--- config.mk ---
export PLATFORM = sky130hd
export DESIGN_NAME = byte_deserializer
export DESIGN_NICKNAME = d
export VERILOG_FILES = /design/src/rtl/byte_pkg.sv /design/src/rtl/byte_deserializer.sv
export SDC_FILE = /design/constraint.sdc
export NUM_CORES = 1
export LEC_CHECK = 0
export CORE_AREA = 2 2 50 52
export DETAILED_ROUTE_END_ITERATION = 6
export DIE_AREA = 0 0 52 54
export GPL_TIMING_DRIVEN = 1
export HOLD_SLACK_MARGIN = 0.02
export PLACE_DENSITY = 0.69
export SLEW_MARGIN = 20
export SYNTH_ARGS = -nofsm -noshare
export SYNTH_HDL_FRONTEND = slang
export SYNTH_SLANG_ARGS = --single-unit
--- constraint.sdc ---
create_clock -name clk -period 1.65 [get_ports clk]
set_clock_uncertainty 0.1 [all_clocks]
set_input_delay 0.33 -clock clk [delete_from_list [all_inputs] [get_ports clk]]
set_output_delay 0.33 -clock clk [all_outputs]
set_load 0.02 [all_outputs]
--- src/rtl/byte_pkg.sv ---
// Shared widths and FSM state type for the byte deserializer.
package byte_pkg;
  localparam int BYTE_W = 8;
  localparam int CNT_W  = 3;

  typedef enum logic [1:0] {
    IDLE   = 2'd0,
    SHIFT  = 2'd1,
    PARITY = 2'd2
  } deser_state_t;
endpackage

--- src/rtl/byte_deserializer.sv ---
// Serial-to-byte deserializer with framed start marker, output handshake and sticky error flags.
// Optional even-parity ninth bit is enabled by defining PARITY_CHECK_EN.
module byte_deserializer
  import byte_pkg::*;
#(
  parameter bit LSB_FIRST = 1'b1
) (
  input  logic              clk,
  input  logic              reset_n,
  input  logic              sin,
  input  logic              sin_valid,
  input  logic              sin_start,
  output logic [BYTE_W-1:0] out_data,
  output logic              out_valid,
  input  logic              out_ready,
  output logic              overrun,
  output logic              parity_err,
  input  logic              clear_err
);

  deser_state_t      state, state_nxt;
  logic [CNT_W-1:0]  count, count_nxt;
  logic [BYTE_W-1:0] sreg, sreg_nxt;
  logic              done;
  logic [BYTE_W-1:0] done_data;
  logic              drop;
`ifdef PARITY_CHECK_EN
  logic              parity_bad;
  logic              parity_err_q;
`endif

  function automatic logic [BYTE_W-1:0] shift_in(input logic [BYTE_W-1:0] cur, input logic b);
    return LSB_FIRST ? {b, cur[BYTE_W-1:1]} : {cur[BYTE_W-2:0], b};
  endfunction

  function automatic logic [BYTE_W-1:0] first_bit(input logic b);
    return LSB_FIRST ? {b, {(BYTE_W-1){1'b0}}} : {{(BYTE_W-1){1'b0}}, b};
  endfunction

  always_ff @(posedge clk or negedge reset_n) begin
    if (!reset_n) begin
      state <= IDLE;
      count <= '0;
      sreg  <= '0;
    end else begin
      state <= state_nxt;
      count <= count_nxt;
      sreg  <= sreg_nxt;
    end
  end

  // A qualified start marker restarts the frame from any state.
  always_comb begin
    state_nxt = state;
    count_nxt = count;
    sreg_nxt  = sreg;
    done      = 1'b0;
    done_data = sreg;
`ifdef PARITY_CHECK_EN
    parity_bad = 1'b0;
`endif
    if (sin_valid) begin
      if (sin_start) begin
        state_nxt = SHIFT;
        count_nxt = CNT_W'(1);
        sreg_nxt  = first_bit(sin);
      end else begin
        case (state)
          SHIFT: begin
            sreg_nxt  = shift_in(sreg, sin);
            count_nxt = count + CNT_W'(1);
            if (count == CNT_W'(BYTE_W - 1)) begin
`ifdef PARITY_CHECK_EN
              state_nxt = PARITY;
`else
              state_nxt = IDLE;
              done      = 1'b1;
              done_data = sreg_nxt;
`endif
            end
          end
`ifdef PARITY_CHECK_EN
          PARITY: begin
            state_nxt  = IDLE;
            done       = 1'b1;
            done_data  = sreg;
            parity_bad = (sin != ^sreg);
          end
`endif
          default: ;
        endcase
      end
    end
  end

  // A completed byte is dropped only if the held byte is not leaving this cycle.
  assign drop = done && out_valid && !out_ready;

  always_ff @(posedge clk or negedge reset_n) begin
    if (!reset_n) begin
      out_data  <= '0;
      out_valid <= 1'b0;
      overrun   <= 1'b0;
    end else begin
      if (done && !drop) begin
        out_data  <= done_data;
        out_valid <= 1'b1;
      end else if (out_valid && out_ready) begin
        out_valid <= 1'b0;
      end
      overrun <= drop ? 1'b1 : (clear_err ? 1'b0 : overrun);
    end
  end

`ifdef PARITY_CHECK_EN
  always_ff @(posedge clk or negedge reset_n) begin
    if (!reset_n) begin
      parity_err_q <= 1'b0;
    end else begin
      parity_err_q <= parity_bad ? 1'b1 : (clear_err ? 1'b0 : parity_err_q);
    end
  end
  assign parity_err = parity_err_q;
`else
  assign parity_err = 1'b0;
`endif

endmodule

# Word-level counts from Yosys, hierarchy flattened
# Cells that the tools add are included.
dict set report op_classes {
  addsub 1
  n_mul 0
  div 0
  order_cmp 0
  eq_ne 2
  shifts 0
  muxes 19
  bitwise 0
  reduce_logical 12
}
# operator n
set op_table {}
lappend op_table {{two-way mux 8 bit} 6}
lappend op_table {{two-way mux 1 bit} 8}
lappend op_table {{nonzero test 2 bit} 4}
lappend op_table {{two-way mux 2 bit} 3}
lappend op_table {{two-way mux 3 bit} 2}
lappend op_table {{logical AND 1 bit} 4}
lappend op_table {{adder 3 x 1 -> 3 bit (second input constant)} 1}
lappend op_table {{== test 3 bit (second input constant)} 1}
lappend op_table {{AND reduction 3 bit} 1}
lappend op_table {{== test 2 x 1 -> 1 bit (second input constant)} 1}
lappend op_table {{logical NOT 1 bit} 2}
lappend op_table {{AND reduction 2 bit} 1}
dict set report totals {
  reg_bits 23
  latch_bits 0
  ram_bits 0
  mem_bits_ro 0
  input_bits 7
  output_inout_bits 11
  word_cells 40
  memories 0
}

# Depth between registers and ports, before layout
dict set report depth {
  word_depth 10
  ltp_mapped 6
  mapped_depth_nobuf 5
}

# Worst setup path before layout
# No wires, ideal clock.
dict set report synth_path {
  path_kind {reg-to-reg}
  startpoint {register count[0]}
  endpoint {register out_data[0]}
  setup_ps 125
  arrival_time_ps 1391
  required_ps 1425
  setup_slack_ps 34
  path_stages_with_launch 7
  path_buffers 1
  period_less_slack_ps 1616
  path_cell_list {dfrtp_1 ha_1 ha_1 nand4b_1 nor2b_2 buf_6 mux2_4}
}
dict set report synth_via {
  elab_chain_len 9
  elab_cells_between_ends 13
  cone_classes {eq/ne: 1; mux: 8; reduce/logical: 4}
}
# item line_no
set synth_rtl {}
lappend synth_rtl {{start: declaration} byte_deserializer.sv:22} ;# logic [CNT_W-1:0] count, count_nxt;
lappend synth_rtl {{start signal: assignment} byte_deserializer.sv:47} ;# count <= count_nxt;
lappend synth_rtl {{== test 3 bit (*)} byte_deserializer.sv:72} ;# if (count == CNT_W'(BYTE_W - 1)) begin
lappend synth_rtl {{two-way mux 1 bit} byte_deserializer.sv:72}
lappend synth_rtl {{two-way mux 1 bit} byte_deserializer.sv:68} ;# case (state)
lappend synth_rtl {{two-way mux 1 bit} byte_deserializer.sv:63} ;# if (sin_start) begin
lappend synth_rtl {{two-way mux 1 bit} byte_deserializer.sv:62} ;# if (sin_valid) begin
lappend synth_rtl {{logical AND 1 bit (2 in series)} byte_deserializer.sv:97} ;# assign drop = done && out_valid && !out_ready;
lappend synth_rtl {{logical NOT 1 bit} byte_deserializer.sv:105} ;# if (done && !drop) begin
lappend synth_rtl {{logical AND 1 bit} byte_deserializer.sv:105}
lappend synth_rtl {{end signal: assignment} byte_deserializer.sv:106} ;# out_data <= done_data;
lappend synth_rtl {{end: declaration} byte_deserializer.sv:13} ;# output logic [BYTE_W-1:0] out_data,
# Every way passes the cells marked *; elsewhere a longest branch is shown, timed or not.
# A chain may end at the register's enable or synchronous reset.

# Final worst setup path
dict set report layout_path {
  startpoint {register count[0]}
  endpoint {register out_data[4]}
}
# Same word-level chain as after synthesis.

==> flow_metrics.env <==
export IMPL_path_class="flop to flop"
export IMPL_setup_ws_ps=-1.57
export IMPL_yosysWarnings=0
export IMPL_syn_num_nets=83
export IMPL_regToRegStartpoint="count[0]$_DFFE_PN0P_"
export IMPL_cts_sinks=21
export IMPL_slew_viol_final=0
export IMPL_placed_cells=124
export IMPL_core_area_mm2=0.00232
export IMPL_reg2reg_slack_ps=-2
export IMPL_num_antenna_cells=0
export IMPL_worstPathRequired_ps=1760
export IMPL_tns_ps=-2.94
export IMPL_clk_latency_ps=310
export IMPL_synth_enable_flop_cells=0
export IMPL_wire_per_inst_um=13.4
export IMPL_start_kind="flop"
export IMPL_final_common_cell="dfrtp_1"
export IMPL_fin_total_pwr_mw=1.27
export IMPL_vias=673
export IMPL_die_x_um=52
export IMPL_core_rowCount=18
export IMPL_synthCells=74
export IMPL_grt_overflow=0
export IMPL_syn_to_final_growth_pct=33.4
export IMPL_fin_crit_ps=1650
export IMPL_numPortBuffers=16
export IMPL_syn_area_um2=945
export IMPL_max_freq_ghz=0.605
export IMPL_antenna_found_initial=0
export IMPL_setup_worst_path_end_class="flop"
export IMPL_ys_seq_area_frac=0.556
export IMPL_hold_buffers=0
export IMPL_drtAntennaViolNets=0
export IMPL_status="finished, violations left"
export IMPL_worst_path_max_fanout=8
export IMPL_crit_arrival_ps=1760
export IMPL_wl_mm=1.78
export IMPL_start_util=0.407
export IMPL_h_tree_depth=1
export IMPL_hold_violations=0
export IMPL_grt_pass1_vias=636
export IMPL_setup_viol=3
export IMPL_final_cells=133
export IMPL_preCtsSetupSlack_ps=-160
export IMPL_power_density_mw_per_mm2=1000
export IMPL_routabilityCongestion=0.778
export IMPL_synthArstFlopShare=1.00
export IMPL_drtIter0Drc=7
export IMPL_maxCapViolations=0
export IMPL_cts_tree="done"
export IMPL_hpwl_mm=1.24
export IMPL_rr_endpoint="out_data[4]$_DFFE_PN0P_"
export IMPL_ios=18
export IMPL_irDropWorstVdd_mv=0.632
export IMPL_reg2regPathDepth=6
export IMPL_cts_buffers=3
export IMPL_cts_path_max_buffers=2
export IMPL_hold_class="input port to asynchronous set/reset pin"
export IMPL_avgViaCountPerCell=5.06
export IMPL_dr_pass1_iters=6
export IMPL_finalNetCount=113
export IMPL_synth_cell_type_count=25
export IMPL_layout_common_cells="dfrtp_1 (21), buf_4 (14), dlygate4sd2_1 (10)"
export IMPL_dieArea_mm2=0.00281
export IMPL_ys_ff_latch=21
export IMPL_leakage_nw=0.612
export IMPL_drive_above_1_share=0.301
export IMPL_rsz0062_at_grt="true"
export IMPL_grtUsageTotal=0.134
export IMPL_clk_pin_slew_ps=120
export IMPL_drc=0
export IMPL_root_buffer="clkbuf_4"
export IMPL_grt_max_degree=22
export IMPL_syn_area_per_cell_um2=12.8
export IMPL_fp_dieH_um=54
export IMPL_violations="setup timing"
export IMPL_fin_crit_sh=1.00
export IMPL_ys_flop_type="dfrtp_1"
export IMPL_grt_pass1_wl_mm=2.65
[where the power goes]
part	internal [mW]	total, mW	switching, mW
sequential	0.590	0.641	0.0503
clock	0.0905	0.249	0.159
combinational	0.207	0.375	0.168
[flip-flops by register name (all words and copies together) (netlist names)]
name and cells:
overrun 1, sreg 7, out_valid 1, count 3
out_data 8, state 1
[per-stage QoR]
| step | hold WS (ps) | util | cell area (µm²) |
|---|---|---|---|
| 3_3_place_gp | 396 | 0.514 | 1190 |
| 3_5_place_dp | 396 | 0.514 | 1190 |
| 2_1_floorplan | -65.6 | - | 945 |
| 6_report | 250 | 0.543 | 1260 |
| 4_1_cts | 252 | 0.533 | 1240 |
| 5_1_grt | 260 | 0.543 | 1260 |
[final cells by class]
class,count,area [µm²]
Multi-Input combinational cell,40,370
Fill cell,199,1060
Tap cell,30,37.5
Clock buffer,3,22.5
Timing Repair Buffer,31,273
Inverter,7,26.3
Clock inverter,1,5.00
Sequential cell,21,526
[per-layer routing]
layer / vias to the layer above / wire (µm) / track usage
met5: - / 0 / 0
met4: 0 / 59 / 0.105
met3: 5 / 72 / 0.0194
met2: 19 / 849 / 0.226
met1: 331 / 800 / 0.152
li1: 318 / - / -
[cell usage after synthesis (2+ instances only)]
cell | n | share of area
inv_1 | 7 | 0.028
mux2_4 | 8 | 0.13
a2bb2oi_1 | 5 | 0.046
dfrtp_1 | 21 | 0.56
ha_1 | 2 | 0.026
buf_2 | 3 | 0.016
o22ai_1 | 7 | 0.046
a22o_1 | 3 | 0.028
nand2_1 | 2 | 0.0079
[repair_timing]
| action | CTS | global route |
|---|---|---|
| gates resized for setup | 13 | 0 |
| pin swaps | 1 | 0 |
| setup endpoints to repair | 18 | 8 |
| buffers inserted | 2 | 3 |
[critical path, stage by stage, from the launching register on]
cell and delay, ps:
dfrtp_1 380, ha_2 190, ha_4 130, nand4b_1 120
nor2b_2 180, buf_12 150, mux2_4 300
[cells by family after synthesis]
| group | share of synthesized area |
|---|---|
| AO/OA/AOI/OAI | 0.148 |
| other | 0.00397 |
| AND/OR/NAND/NOR | 0.0583 |
| flip-flops | 0.556 |
| buffers and inverters | 0.0675 |
| adder cells (fa/ha/maj) | 0.0265 |
| multiplexers | 0.139 |
[worst max-delay path by stage]
stage	slack [ps]	cells past startpoint	to	from
after CTS	-3	6	out_data[4]$_DFFE_PN0P_	count[1]$_DFFE_PN0P_
after global routing	-60	6	out_data[5]$_DFFE_PN0P_	count[0]$_DFFE_PN0P_
after floorplan	30	6	out_data[0]$_DFFE_PN0P_	count[0]$_DFFE_PN0P_
after global placement	-160	5	out_data[4]$_DFFE_PN0P_	sin_start
after detailed placement	-160	5	out_data[4]$_DFFE_PN0P_	sin_start
final	-2	6	out_data[4]$_DFFE_PN0P_	count[0]$_DFFE_PN0P_
Note: power is estimated with default switching activity, not from simulation.
==> RTL edit 1: new RTL, same flow settings <==
The option `PARITY_CHECK_EN` is turned on by a define.
--- a/src/rtl/byte_deserializer.sv
+++ b/src/rtl/byte_deserializer.sv
@@ -2,2 +2,4 @@
 // Optional even-parity ninth bit is enabled by defining PARITY_CHECK_EN.
+`define PARITY_CHECK_EN
+
 module byte_deserializer
Behaviour: not the same (Yosys sat finds a counterexample within 10 cycles, from zero or initial values and one cycle with reset_n low).
==> RTL edit 1 against the unedited design <==
Sequential share of layout area increased by 0.92 points. Setup slack improved by 92 ps. Design area increased by 12%. Power increased by 15%. Routed wire length increased by 8.2%. Highest routed layer unchanged. Largest power group unchanged. Area after synthesis increased by 12%. Sequential cell count increased by 3. Die area unchanged. Core utilization increased by 6.4 points. Maximum frequency increased by 5.9%. Critical path depth decreased by 2. Critical endpoint is now parity_err. First-iteration DRC count increased by 14%.
==> RTL edit 1: results <==
[outcome]
status = "complete, no violations"

[final_layout]
reg_top3 = "out_data: 8 flops, sreg: 8 flops, count: 3 flops"
fin_cells = 136
drive_above_1_share_pct = 28.3

[global_route]
met3_usage_pct = 2.78
use_met2_pct = 24.9
gr-usage-all-layers_pct = 16.4
met1_usage_pct = 23.3
grt_pass1_wl_mm = 3.28

[power_and_ir_drop]
p_leak_nw = 0.717

[route]
finalWirelength_mm = 1.93
drt_iter0_markers = 8
wl_met2_um = 938
firstDrtPassIters = 4
avgViaCountPerCell = 5.18

[logic_synthesis]
avgSynthCellArea_sq_um = 14.3
yosys-top-cells-area = "dfrtp_1 57%, a22o_1 6.6%, mux2_2 5.3%, mux2_1 4.2%, xnor2_1 4.1%"
synth_fa_ha_area_share_pct = 2.36
synthMuxAreaShare_pct = 9.55
synth-seq-area-share_pct = 56.6
ys_top_cells_by_count = "24 x dfrtp_1, 8 x a22o_1, 5 x mux2_2, 5 x xnor2_1, 4 x mux2_1"

[setup_path]
rrSetupSlack_ps = 90
r2r-start = "sreg[2]"
ff2ff_path_depth = 4
endpoint = "parity_err"
critPathArrivalTime_ps = 1650

[placed_design]
dp_cells = 130
port_buffers = 17
dp_slack_ps = -193
dp_hpwl_mm = 1.32
## RTL edit 1: cell types whose count changed after synthesis, moves of 4 or more
cell,change
mux2_4,-8
o22ai_1,-6
a22o_1,+5
a2bb2oi_1,-5
xnor2_1,+5
inv_1,-4
mux2_1,+4
mux2_2,+4
## RTL edit 1: cell type report
cell class                      count  area, sq um
Clock buffer                        3         22.5
Clock inverter                      1         30.0
Fill cell                         209          911
Inverter                            3         11.3
Multi-Input combinational cell     46          435
Sequential cell                    24          601
Tap cell                           30         37.5
Timing Repair Buffer               29          272
## RTL edit 1: what timing repair did
item	in CTS	in global routing
endpoints found under the hold margin	0	0
buffers inserted	0	2
setup endpoints to repair	11	1
resized for setup	11	0
## RTL edit 1: worst max-delay path: stages, from the launching register on
cell     delay (ps)
dfrtp_1         440
xnor2_1         190
xnor3_1         430
xnor2_1         200
o22ai_2          80
==> RTL edit 2: new RTL, same flow settings <==
Without the edit above. Register the output `overrun` once more; this adds one clock of latency there. The other outputs are not delayed to match.
--- a/src/rtl/byte_deserializer.sv
+++ b/src/rtl/byte_deserializer.sv
@@ -19,2 +19,4 @@
 );
+
+  logic overrun_s0;
 
@@ -102,3 +104,3 @@
       out_valid <= 1'b0;
-      overrun   <= 1'b0;
+      overrun_s0 <= 1'b0;
     end else begin
@@ -110,3 +112,3 @@
       end
-      overrun <= drop ? 1'b1 : (clear_err ? 1'b0 : overrun);
+      overrun_s0 <= drop ? 1'b1 : (clear_err ? 1'b0 : overrun_s0);
     end
@@ -127,2 +129,6 @@
 
+  always_ff @(posedge clk) begin
+    overrun <= overrun_s0;
+  end
+
 endmodule
Behaviour: same outputs for any inputs over 10 cycles, from zero or initial values and one cycle with reset_n low; that may be too few to reach the edited logic, so the function may still have changed.
==> RTL edit 2 against the unedited design <==
The flow still finishes with violations (negative setup slack). Area after synthesis increased by 2.1%. Maximum frequency decreased by 0.68%. Cell count decreased by 3.0%. Sequential cell count increased by 1. Power increased by 15%. Design area increased by 1.4%. Non-clock buffer count decreased by 5. Routed wire length increased by 2.6%. Setup slack got worse by 11 ps. Critical path depth unchanged. Die area unchanged. Highest routed layer unchanged.
==> RTL edit 2: results <==
[timing]
setup_viol = 3
fin_ws_ps = -12.9
holdWs_ps = 250
fin_setup_tns_ps = -15.3

[route]
firstDrtPassIters = 4
wl_per_cell_um = 14.2
avgViaCountPerCell = 4.96
drt_iter0_markers = 12

[placed_design]
dp_cells = 123
dp_slack_ps = -195
gp_congestion = 0.690
dpl_cell_area_sq_mm = 0.00120
dp_hpwl_mm = 1.27

[global_route]
antenna_found_initial = 0
gr-usage-all-layers_pct = 14.8
grt_max_degree = 22
grt_pass1_wl_mm = 3.01
grt_pass1_vias = 658

[logic_synthesis]
synthMuxAreaShare_pct = 13.6
synthDistinctLibCells = 26
avgSynthCellArea_sq_um = 12.9
yosysWarnings = 0
synth_fa_ha_area_share_pct = 2.59
synth_fp_nets = 84
synth_enable_flop_cells = 0
synth-seq-area-share_pct = 56.5
synth-async-reset-ratio_pct = 95.5
synth_compound_area_share_pct = 14.5
yosys-top-cells-area = "dfrtp_1 54%, mux2_4 12%, a2bb2oi_1 4.5%, o22ai_1 4.5%, inv_1 2.7%"

[cts]
cts_buffers = 3
cts_sinks = 22
cts_tree = "built"
cts_root_buffer = "clkbuf_4"
clk_pin_slew_ps = 130

[setup_path]
ff2ff_path_depth = 6
cpPeakStageDelay_ps = 420
r2r-start = "count[1]"
critPathMaxFanout = 8

[power_and_ir_drop]
ir_drop_mv = 1.14
seqPwrFrac_pct = 46.3
p_leak_nw = 0.611
p_int_mw = 1.06
switchingPower_mw = 0.390
power_clock_mw = 0.411

[final_layout]
clk_share_pct = 4.11
inv_count = 7
buffer_area_share_pct = 18.4
seq_area_share_pct = 42.7
final_cell_area_sq_mm = 0.00128
fin_cells = 129
multi_input_area_share_pct = 29.8
drive_above_1_share_pct = 26.3
nNetsFinal = 109
n_all_buffers = 26

[outcome]
violations = "negative setup slack"
status = "finished with violations"

[floorplan]
die_x_um = 52
-- RTL edit 2: cell count changes after synthesis, sizes merged --
| cell | before | now |
|---|---|---|
| dfxtp | 0 | 1 |
-- RTL edit 2: how the worst max path moves through the flow --
| stage | depth (start not counted) | to | slack (ps) | from |
|---|---|---|---|---|
| after floorplan | 6 | out_data[0] | 30 | count[0] |
| after global placement | 4 | sreg[7] | -180 | sin_start |
| after detailed placement | 5 | out_data[7] | -200 | sin_start |
| after CTS | 6 | out_data[4] | -4 | count[1] |
| after global routing | 6 | out_data[4] | -100 | count[1] |
| final | 6 | out_data[4] | -10 | count[1] |
-- RTL edit 2: metal layers --
metal	share of wire, %	up-vias	GRT usage [%]
li1	-	311	-
met1	46	315	18.8
met2	48	12	24.3
met3	4.3	2	5.56
met4	0.82	0	2.63
met5	0	-	0
-- RTL edit 2: what timing repair did --
action	4_1_cts	5_1_grt
pin swaps	1	2
resized for setup	13	1
hold buffers	0	0
gates cloned	0	0
buffers inserted	2	0
endpoints found under the setup margin	18	8
